==> config.mk <==
export PLATFORM = sky130hd
export DESIGN_NAME = oled_spi_sniffer
export DESIGN_NICKNAME = d
export VERILOG_FILES = /design/src/rtl/oled_spi_sniffer.sv
export SDC_FILE = /design/constraint.sdc
export NUM_CORES = 1
export LEC_CHECK = 0
export BUFFER_PORTS_ARGS = -buffer_cell sky130_fd_sc_hd__buf_2
export CAP_MARGIN = 20
export CORE_MARGIN = 4
export CORE_UTILIZATION = 45
export DETAILED_ROUTE_END_ITERATION = 10
export HOLD_SLACK_MARGIN = 0.12
export PLACE_DENSITY = 0.72
export RECOVER_POWER = 100
export SLEW_MARGIN = 15
export SYNTH_ARGS = -nofsm -noshare
export SYNTH_HDL_FRONTEND = slang
export SYNTH_SLANG_ARGS = --single-unit
==> constraint.sdc <==
create_clock -name CLK -period 1.6 [get_ports CLK]
set_clock_uncertainty 0.1 [all_clocks]
set_input_delay 0.16 -clock CLK [delete_from_list [all_inputs] [get_ports CLK]]
set_output_delay 0.16 -clock CLK [all_outputs]
set_load 0.1 [all_outputs]
==> src/rtl/oled_spi_sniffer.sv <==
// oled_spi_sniffer: passive PmodOLED SPI receiver.
// Deframes CS/SCLK/SDIN/DC into command/data bytes, tracks the SSD1306
// page-addressing pointers and mirrors display data into a PAGES x 128
// framebuffer with a one-cycle synchronous read port.
// Build option: define OLED_SNIFF_FB_EN to include the framebuffer RAM;
// without it fb_rd_data reads 0 and fb_rd_addr is ignored.
module oled_spi_sniffer #(
  parameter int PAGES = 4,
  parameter int COLS = 128,
  localparam int PAGE_W = (PAGES > 1) ? $clog2(PAGES) : 1,
  localparam int ADDR_W = $clog2(PAGES * COLS)
) (
  input  logic              CLK,
  input  logic              RST,
  input  logic              CS,
  input  logic              SCLK,
  input  logic              SDIN,
  input  logic              DC,
  output logic              byte_valid,
  output logic [7:0]        byte_data,
  output logic              byte_is_data,
  output logic [PAGE_W-1:0] cur_page,
  output logic [6:0]        cur_col,
  output logic              frame_err,
  output logic [15:0]       data_count,
  input  logic [ADDR_W-1:0] fb_rd_addr,
  output logic [7:0]        fb_rd_data
);

  typedef enum logic {
    CMD_IDLE = 1'b0,
    CMD_ARG  = 1'b1
  } cmd_state_t;

  // Synchroniser lanes: 3 = CS, 2 = SCLK, 1 = SDIN, 0 = DC.
  // CS and SCLK reset to their idle-high level so no false edge follows reset.
  localparam logic [3:0] SYNC_IDLE = 4'b1100;

  logic [3:0] pin_vec;
  logic [3:0] sync1_reg;
  logic [3:0] sync2_reg;
  logic       sclk_prev_reg;
  logic       cs_s;
  logic       sclk_s;
  logic       sdin_s;
  logic       dc_s;
  logic       sclk_rise;

  // Deframer state
  logic [2:0] bit_cnt_reg;
  logic [7:0] shift_reg;
  logic       byte_done_reg;
  logic       dc_cap_reg;

  // Command decoder / pointer state
  cmd_state_t          state_reg;
  cmd_state_t          state_next;
  logic [1:0]          skip_reg;
  logic [1:0]          skip_next;
  logic [PAGE_W-1:0]   page_reg;
  logic [PAGE_W-1:0]   page_next;
  logic [PAGE_W-1:0]   page_from_cmd;
  logic [6:0]          col_reg;
  logic [6:0]          col_next;
  logic [15:0]         count_reg;
  logic [15:0]         count_next;
  logic                fb_we;
  logic [ADDR_W-1:0]   fb_wr_addr;

  assign pin_vec = {CS, SCLK, SDIN, DC};

  // Two-flop synchroniser per asynchronous pin, one lane per input.
  for (genvar gi = 0; gi < 4; gi++) begin : g_sync
    always_ff @(posedge CLK) begin
      if (RST) begin
        sync1_reg[gi] <= SYNC_IDLE[gi];
        sync2_reg[gi] <= SYNC_IDLE[gi];
      end else begin
        sync1_reg[gi] <= pin_vec[gi];
        sync2_reg[gi] <= sync1_reg[gi];
      end
    end
  end

  assign cs_s   = sync2_reg[3];
  assign sclk_s = sync2_reg[2];
  assign sdin_s = sync2_reg[1];
  assign dc_s   = sync2_reg[0];

  // Registered copy of synchronised SCLK for rising-edge detection.
  always_ff @(posedge CLK) begin
    if (RST) begin
      sclk_prev_reg <= 1'b1;
    end else begin
      sclk_prev_reg <= sclk_s;
    end
  end

  assign sclk_rise = sclk_s & ~sclk_prev_reg;

  // Shift in bits while selected; abort a partial byte when CS rises.
  always_ff @(posedge CLK) begin
    if (RST) begin
      bit_cnt_reg   <= 3'd0;
      shift_reg     <= 8'h00;
      byte_done_reg <= 1'b0;
      dc_cap_reg    <= 1'b0;
      frame_err     <= 1'b0;
    end else begin
      byte_done_reg <= 1'b0;
      if (cs_s) begin
        bit_cnt_reg <= 3'd0;
        if (bit_cnt_reg != 3'd0) begin
          frame_err <= 1'b1;
        end
      end else if (sclk_rise) begin
        shift_reg   <= {shift_reg[6:0], sdin_s};
        bit_cnt_reg <= bit_cnt_reg + 3'd1;
        if (bit_cnt_reg == 3'd7) begin
          byte_done_reg <= 1'b1;
          dc_cap_reg    <= dc_s;
        end
      end
    end
  end

  // Page number taken from a 0xB0..0xB7 command, folded into the page range.
  assign page_from_cmd = PAGE_W'(shift_reg[2:0] & 3'(PAGES - 1));

  // Decode each completed byte: data writes and advances, commands move pointers.
  always_comb begin
    state_next = state_reg;
    skip_next  = skip_reg;
    page_next  = page_reg;
    col_next   = col_reg;
    count_next = count_reg;
    fb_we      = 1'b0;
    fb_wr_addr = ADDR_W'({page_reg, col_reg});
    if (byte_done_reg) begin
      if (dc_cap_reg) begin
        // Data always lands in the buffer, even if it interrupts an argument list.
        state_next = CMD_IDLE;
        skip_next  = 2'd0;
        fb_we      = 1'b1;
        col_next   = col_reg + 7'd1;
        if (count_reg != 16'hFFFF) begin
          count_next = count_reg + 16'd1;
        end
      end else if (state_reg == CMD_ARG) begin
        // Argument bytes are swallowed without decoding.
        skip_next = skip_reg - 2'd1;
        if (skip_reg == 2'd1) begin
          state_next = CMD_IDLE;
        end
      end else begin
        case (shift_reg) inside
          [8'h00:8'h0F]: col_next = {col_reg[6:4], shift_reg[3:0]};
          [8'h10:8'h17]: col_next = {shift_reg[2:0], col_reg[3:0]};
          [8'hB0:8'hB7]: page_next = page_from_cmd;
          8'h81, 8'h8D, 8'hA8, 8'hD3, 8'hD5, 8'hD9, 8'hDA, 8'hDB, 8'h20: begin
            state_next = CMD_ARG;
            skip_next  = 2'd1;
          end
          8'h21, 8'h22: begin
            state_next = CMD_ARG;
            skip_next  = 2'd2;
          end
          default: ;
        endcase
      end
    end
  end

  // Decoder state, pointers and data counter.
  always_ff @(posedge CLK) begin
    if (RST) begin
      state_reg <= CMD_IDLE;
      skip_reg  <= 2'd0;
      page_reg  <= '0;
      col_reg   <= 7'd0;
      count_reg <= 16'd0;
    end else begin
      state_reg <= state_next;
      skip_reg  <= skip_next;
      page_reg  <= page_next;
      col_reg   <= col_next;
      count_reg <= count_next;
    end
  end

  // Byte output stage: one-cycle strobe, data and DC held until the next byte.
  always_ff @(posedge CLK) begin
    if (RST) begin
      byte_valid   <= 1'b0;
      byte_data    <= 8'h00;
      byte_is_data <= 1'b0;
    end else begin
      byte_valid <= byte_done_reg;
      if (byte_done_reg) begin
        byte_data    <= shift_reg;
        byte_is_data <= dc_cap_reg;
      end
    end
  end

  assign cur_page   = page_reg;
  assign cur_col    = col_reg;
  assign data_count = count_reg;

`ifdef OLED_SNIFF_FB_EN
  logic [7:0] fb_mem [PAGES * COLS];
  logic [7:0] fb_rd_reg;

  // Framebuffer write port; contents survive reset.
  always_ff @(posedge CLK) begin
    if (fb_we) begin
      fb_mem[fb_wr_addr] <= shift_reg;
    end
  end

  // Registered read port; same-address write returns the old contents.
  always_ff @(posedge CLK) begin
    if (RST) begin
      fb_rd_reg <= 8'h00;
    end else begin
      fb_rd_reg <= fb_mem[fb_rd_addr];
    end
  end

  assign fb_rd_data = fb_rd_reg;
`else
  logic unused_fb;
  assign unused_fb  = ^{fb_rd_addr, fb_wr_addr, fb_we};
  assign fb_rd_data = 8'h00;
`endif

endmodule

# After elaboration in Yosys (flattened, before gate mapping)

Cells that the tools add are included.
W data, S select, Z words.

Magnitude comparators: 6
Mux-type cells: 20
Reduce and logical (&&, ||, !) cells: 19
Add/sub/neg operators: 4
Eq/ne operators: 19
Bitwise operators: 8

Operators by type and width:

| cell                    | number |
|---|---|
| $eq A8 B8 Y1 const B    | 8 |
| $mux W7                 | 4 |
| $eq A8 B6 Y1 const B    | 3 |
| $add A16 B1 Y16 const B | 1 |
| $ne A16 B16 Y1 const B  | 1 |
| $mux W2                 | 7 |
| $mux W1                 | 9 |
| $ne A3 B3 Y1 const B    | 3 |
| $reduce_and A3 Y1       | 3 |
| $reduce_or A9 Y1        | 1 |
| $ge A8 B1 Y1 const B    | 1 |
| $ge A8 B5 Y1 const B    | 1 |
| $ge A8 B8 Y1 const B    | 1 |
| $le A8 B4 Y1 const B    | 1 |
| $le A8 B5 Y1 const B    | 1 |
| $le A8 B8 Y1 const B    | 1 |
| $add A7 B1 Y7 const B   | 1 |
| $not A1 Y1              | 7 |
| $reduce_and A6 Y1       | 1 |
| $reduce_and A5 Y1       | 1 |
| $ne A2 B2 Y1 const B    | 2 |
| $reduce_and A2 Y1       | 2 |
| $reduce_and A4 Y1       | 1 |
| $reduce_bool A2 Y1      | 2 |
| other kinds (10)        | 13 |

Bits in registers: 61

# Logic depth before layout (Yosys ltp)

Depth after elaboration: 9
Mapped depth: 6
Gate-level depth less buffers: 6

# Worst setup path after synthesis

No wires, ideal clock.

Path type: register -> register
Start point: register count_reg[6], in the netlist data_count[6]
End point: register count_reg[14], in the netlist data_count[14]
Buffers on the path: 0
Path slack: -0.854 ns
Setup time: 0.071 ns
Arrival: 2.283 ns
Period minus slack after synthesis: 2.454 ns
Required time: 1.429 ns
Cell stages (with the launch flop): 6
Cells stage by stage: dfxtp_1 -> and4_1 -> nand2_1 -> or3_1 -> or3_1 -> a21oi_1

Longest elaborated chain between the ends: 2

Ends and longest elaborated chain:

| element                                                                 | RTL line | RTL |
|---|---|---|
| start: declaration                                                      | 65       | `logic [15:0] count_reg;` |
| start signal: assignment                                                | 187      | `count_reg <= count_next;` |
| parallel branches: the longest is 2 deep, another holds $add A16 B1 Y16 | n/a      |  |

Several ways; the timed one is not identified.
A chain may end at the register's enable or synchronous reset.

# Final worst setup path

Start point: register shift_reg[1]
End point: register skip_reg[0]

Longest elaborated chain between the ends: 8

Ends and longest elaborated chain:

| element                                                | RTL line | RTL |
|---|---|---|
| start: declaration                                     | 51       | `logic [7:0] shift_reg;` |
| start signal: assignment                               | 117      | `shift_reg <= {shift_reg[6:0], sdin_s};` |
| $eq A8 B8 Y1 (no line) or $eq A8 B6 Y1 (tied branches) | n/a      |  |
| $reduce_or A9 Y1                                       | 156      | `case (shift_reg) inside` |
| $mux W2 (4 in series)                                  | 156      |  |
| $mux W2                                                | 149      | `end else if (state_reg == CMD_ARG) begin` |
| $mux W2                                                | 140      | `if (dc_cap_reg) begin` |
| end signal: assignment                                 | 184      | `skip_reg <= skip_next;` |
| end: declaration                                       | 58       | `logic [1:0] skip_reg;` |

Parallel ways exist; a longest one is shown, timed or not. The select of a mux whose other input is x is not followed.

==> results_tabular.tex <==
\begin{tabular}{lr}
\hline
Metric & Value \\
\hline
\multicolumn{2}{l}{\textbf{Pwr}} \\
Leak Pwr & 0.00158 uW \\
Net switching component of the power & 721 uW \\
Sequential group share of total power & 53.7\% \\
Internal power component & 2060 uW \\
Share of total power in combinational logic & 5.2\% \\
Worst vdd ir & 0.000524 V \\
Part of the power in the clock network & 41.1\% \\
P per Cell Area & 715 nW/um2 \\
Switching share of power & 25.9\% \\
\multicolumn{2}{l}{\textbf{Logic synthesis}} \\
Proportion of register bits with asynchronous set or reset after synthesis & 0\% \\
Count of flip-flops with a built-in enable after synthesis & 0 \\
Warnings, synthesis & 0 \\
Top cells by area in the synthesized netlist & sky130\_fd\_sc\_hd\_\_dfxtp\_1, sky130\_fd\_sc\_hd\_\_mux2i\_1, sky130\_fd\_sc\_hd\_\_nor2\_1 \\
Number of distinct library cell variants in the gate-level netlist after synthesis & 51 \\
Share of the yosys chip area belonging to registers & 42.3\% \\
Cell Area, Synth & 2890 um2 \\
Leading area contributor after synthesis & sky130\_fd\_sc\_hd\_\_dfxtp\_1 \\
Synthesized instance count & 319 \\
Primary FF master, synth & sky130\_fd\_sc\_hd\_\_dfxtp\_1 \\
Mean cell area of the mapped netlist & 9.06 um2 \\
Top cell type's share of synthesized area & 42.3\% \\
Synth Register Bits & 61 \\
\multicolumn{2}{l}{\textbf{Clock network}} \\
Clock network latency to the later pin of the worst-skew pair & 0.35 ns \\
Clock tree from TritonCTS & yes \\
TritonCTS Sinks & 61 \\
Root Driver & sky130\_fd\_sc\_hd\_\_clkbuf\_8 \\
Clock Pin Slew Worst Setup and Hold Paths & 0.07 ns \\
H-Tree Level Count & 3 \\
Number of CTS-inserted buffers & 9 \\
Max Buffers Root-to-Sink & 2 \\
\multicolumn{2}{l}{\textbf{Finish}} \\
Max reg flops & 16 \\
Sequential cell area & 1310 um2 \\
Post-Route Utilization & 64.3\% \\
Most frequent cells in the layout & sky130\_fd\_sc\_hd\_\_buf\_4, sky130\_fd\_sc\_hd\_\_nor2\_1, sky130\_fd\_sc\_hd\_\_clkbuf\_2, sky130\_fd\_sc\_hd\_\_dfxtp\_1, sky130\_fd\_sc\_hd\_\_dfxtp\_4 \\
Layout filler cell count & 493 \\
Cell area after layout & 3900 um2 \\
Antenna cells & 0 \\
Layout cell share with drive strength beyond 1 & 42.1\% \\
Area growth from synthesis to layout & 34.9\% \\
Number of nets in the final layout & 427 \\
Multi-input combinational cell area & 1630 um2 \\
Most common cell after layout, fill and taps aside & sky130\_fd\_sc\_hd\_\_buf\_4 \\
\multicolumn{2}{l}{\textbf{Worst setup path}} \\
Start point of the critical path & shift\_reg[1] \\
Kind of end point of the critical path & register \\
Crit Reg-Reg Startpoint & shift\_reg[1] \\
Worst-case register-to-register setup slack & -0.13 ns \\
Crit path kind & reg2reg \\
CP Max Fanout & 4 \\
CP Launch Type & register \\
Req. time, crit path & 1.77 ns \\
Data arrival at the endpoint of the critical path & 1.90 ns \\
\multicolumn{2}{l}{\textbf{Min path}} \\
Hold Path Class & reg2reg \\
Min-Delay Startpoint & sync1\_reg[3] \\
\multicolumn{2}{l}{\textbf{Drt}} \\
Sum of met3 wire segment lengths after detailed routing & 340 um \\
Metal-1 WL & 3.10 mm \\
Initial detailed-routing violation count & 82 \\
Number of remaining DRC errors & 0 \\
Total wirelength of the detailed-routed design & 6.64 mm \\
Number of routed nets with antenna violations & 0 \\
Average wire per standard cell & 13.7 um \\
Routed length on met2 & 3.06 mm \\
First drt pass iteration count & 4 \\
Topmost layer with routed signal wires & met4 \\
Drt via density & 5.15 \\
Total via count after detailed routing & 2,501 \\
\multicolumn{2}{l}{\textbf{Global route}} \\
Number of antenna violations at the first check in global routing & 0 \\
Total global routing track utilization & 18.6\% \\
Via count of the first global-routing pass & 2,434 \\
Aggregate global routing overflow & 0 \\
Maximum number of pins on one net before global-route repair & 31 \\
Global-route wire length before repair & 11.4 mm \\
\multicolumn{2}{l}{\textbf{Outcome}} \\
Outcome & complete, but fails checks \\
Failing checks & setup timing \\
\multicolumn{2}{l}{\textbf{Die}} \\
Number of cell rows & 28 \\
Starting utilization of the core area & 47.7\% \\
I/O pin cnt & 59 \\
Die extent in y & 88.1 um \\
Std-Cell Core Area & 6060 um2 \\
Die width & 88.1 um \\
Area of the die & 7770 um2 \\
\multicolumn{2}{l}{\textbf{Placed design}} \\
Final weighted congestion of routability-driven global placement & 0.903 \\
Number of port buffers & 41 \\
Post-DP HPWL & 4.70 mm \\
Total cell area at the placement stage & 3530 um2 \\
\multicolumn{2}{l}{\textbf{STA}} \\
Hold Violations, Final & 0 \\
Transition time of the tightest slew-check pin & 0.552 ns \\
PnR worst setup slack & -0.127 ns \\
Final Critical Period & 1.73 ns \\
Period Utilization, post-route & 108\% \\
Max Freq & 579 MHz \\
Unrepaired setup endpoints after global routing & yes \\
Slew headroom & 63.4\% \\
Number of failing setup endpoints in the final timing report & 9 \\
Max-slew violations & 0 \\
\multicolumn{2}{l}{\textbf{Run}} \\
Max-capacitance violation count & 0 \\
\hline
\end{tabular}
power groups by stage:
stage / registers (uW) / clock network [uW] / logic [uW]
final: 1500 / 1140 / 144
after global routing: 1500 / 1240 / 152
after CTS: 1500 / 1180 / 143
after detailed placement: 1540 / 0 / 130
after global placement: 1540 / 0 / 129
after floorplan: 1540 / 0 / 127
worst paths after layout:
check / to / cells after the start
worst min register to register: cs_s / 1
worst max-delay path: skip_reg[0] / 5
worst max register to register: skip_reg[0] / 5
worst min-delay path: cs_s / 1
stage by stage:
| stage | setup slack (ns) | power (uW) | hold WS (ns) | cells | TNS, ns |
|---|---|---|---|---|---|
| 2_1_floorplan | -0.269 | 1660 | 0.164 | 326 | -1.72 |
| 3_3_place_gp | -0.103 | 1660 | 0.241 | 460 | -0.549 |
| 3_5_place_dp | -0.176 | 1660 | 0.248 | 460 | -1.03 |
| 4_1_cts | -0.139 | 2820 | 0.309 | 483 | -0.747 |
| 5_1_grt | -0.247 | 2890 | 0.355 | 486 | -2.08 |
| 6_report | -0.127 | 2790 | 0.330 | 486 | -0.620 |
logic make-up (layout without fill, tap and decap cells):
| kind of cell | Yosys count | after routing | share of synthesized area [%] |
|---|---|---|---|
| buffers and inverters | 41 | 126 | 7.36 |
| AND/OR/NAND/NOR | 130 | 130 | 24.6 |
| other | 1 | 8 | 0.130 |
| AO/OA/AOI/OAI | 39 | 39 | 9.57 |
| XOR/XNOR | 20 | 20 | 6.06 |
| multiplexers | 20 | 20 | 7.10 |
| adder cells (fa/ha/maj) | 7 | 7 | 2.94 |
| flip-flops | 61 | 61 | 42.3 |
worst max-delay path, stage by stage, from the launching register on:
cell and delay [ns]:
sky130_fd_sc_hd__dfxtp_2 0.33, sky130_fd_sc_hd__or4b_4 0.55, sky130_fd_sc_hd__o31ai_4 0.22, sky130_fd_sc_hd__buf_4 0.16, sky130_fd_sc_hd__o311ai_2 0.10, sky130_fd_sc_hd__a211oi_2 0.19
synthesized netlist by cell type, types with 2 or more instances:
cell and n:
sky130_fd_sc_hd__mux2i_1 19, sky130_fd_sc_hd__or3_1 2, sky130_fd_sc_hd__a211oi_1 3, sky130_fd_sc_hd__a221oi_1 5, sky130_fd_sc_hd__and4_1 6, sky130_fd_sc_hd__o21ai_1 5
sky130_fd_sc_hd__nor4bb_1 2, sky130_fd_sc_hd__and3_1 4, sky130_fd_sc_hd__o21ai_0 4, sky130_fd_sc_hd__nor3_1 7, sky130_fd_sc_hd__nor2_1 47, sky130_fd_sc_hd__nand4b_1 3
sky130_fd_sc_hd__buf_4 10, sky130_fd_sc_hd__or4b_1 2, sky130_fd_sc_hd__nand4_1 3, sky130_fd_sc_hd__nand2b_1 2, sky130_fd_sc_hd__or2_2 6, sky130_fd_sc_hd__nor4_2 2
sky130_fd_sc_hd__o2111ai_1 2, sky130_fd_sc_hd__and2_1 2, sky130_fd_sc_hd__inv_1 10, sky130_fd_sc_hd__xor2_1 10, sky130_fd_sc_hd__dfxtp_1 61, sky130_fd_sc_hd__ha_1 6
sky130_fd_sc_hd__xnor2_1 10, sky130_fd_sc_hd__nor2b_1 10, sky130_fd_sc_hd__o211ai_1 4, sky130_fd_sc_hd__nand3_1 8, sky130_fd_sc_hd__a21oi_1 9, sky130_fd_sc_hd__nor4b_1 2
sky130_fd_sc_hd__buf_2 5, sky130_fd_sc_hd__nand2_1 15, sky130_fd_sc_hd__nor3b_1 2, sky130_fd_sc_hd__buf_6 2, sky130_fd_sc_hd__clkbuf_1 13
per-layer routing:
metal  GRT usage (%)  vias up
li1                -     1267
met1            23.7     1166
met2            29.0       54
met3            5.36       14
met4            9.07        0
met5               0        -
repair_timing:
action / CTS / global route
endpoints found under the setup margin: 16 / 23
hold buffers: 7 / 0
endpoints found under the hold margin: 10 / 0
cloned: 0 / 0
pin swaps: 2 / 11
resized for setup: 9 / 29
setup buffers: 0 / 3
layout make-up:
class | count | area share (%)
Clock buffer | 10 | 3.27
Clock inverter | 6 | 0.770
Inverter | 10 | 0.963
Multi-Input combinational cell | 224 | 41.7
Sequential cell | 61 | 33.7
Tap cell | 75 | 2.41
Timing Repair Buffer | 100 | 17.2
Power figures use the tool's default switching activity.
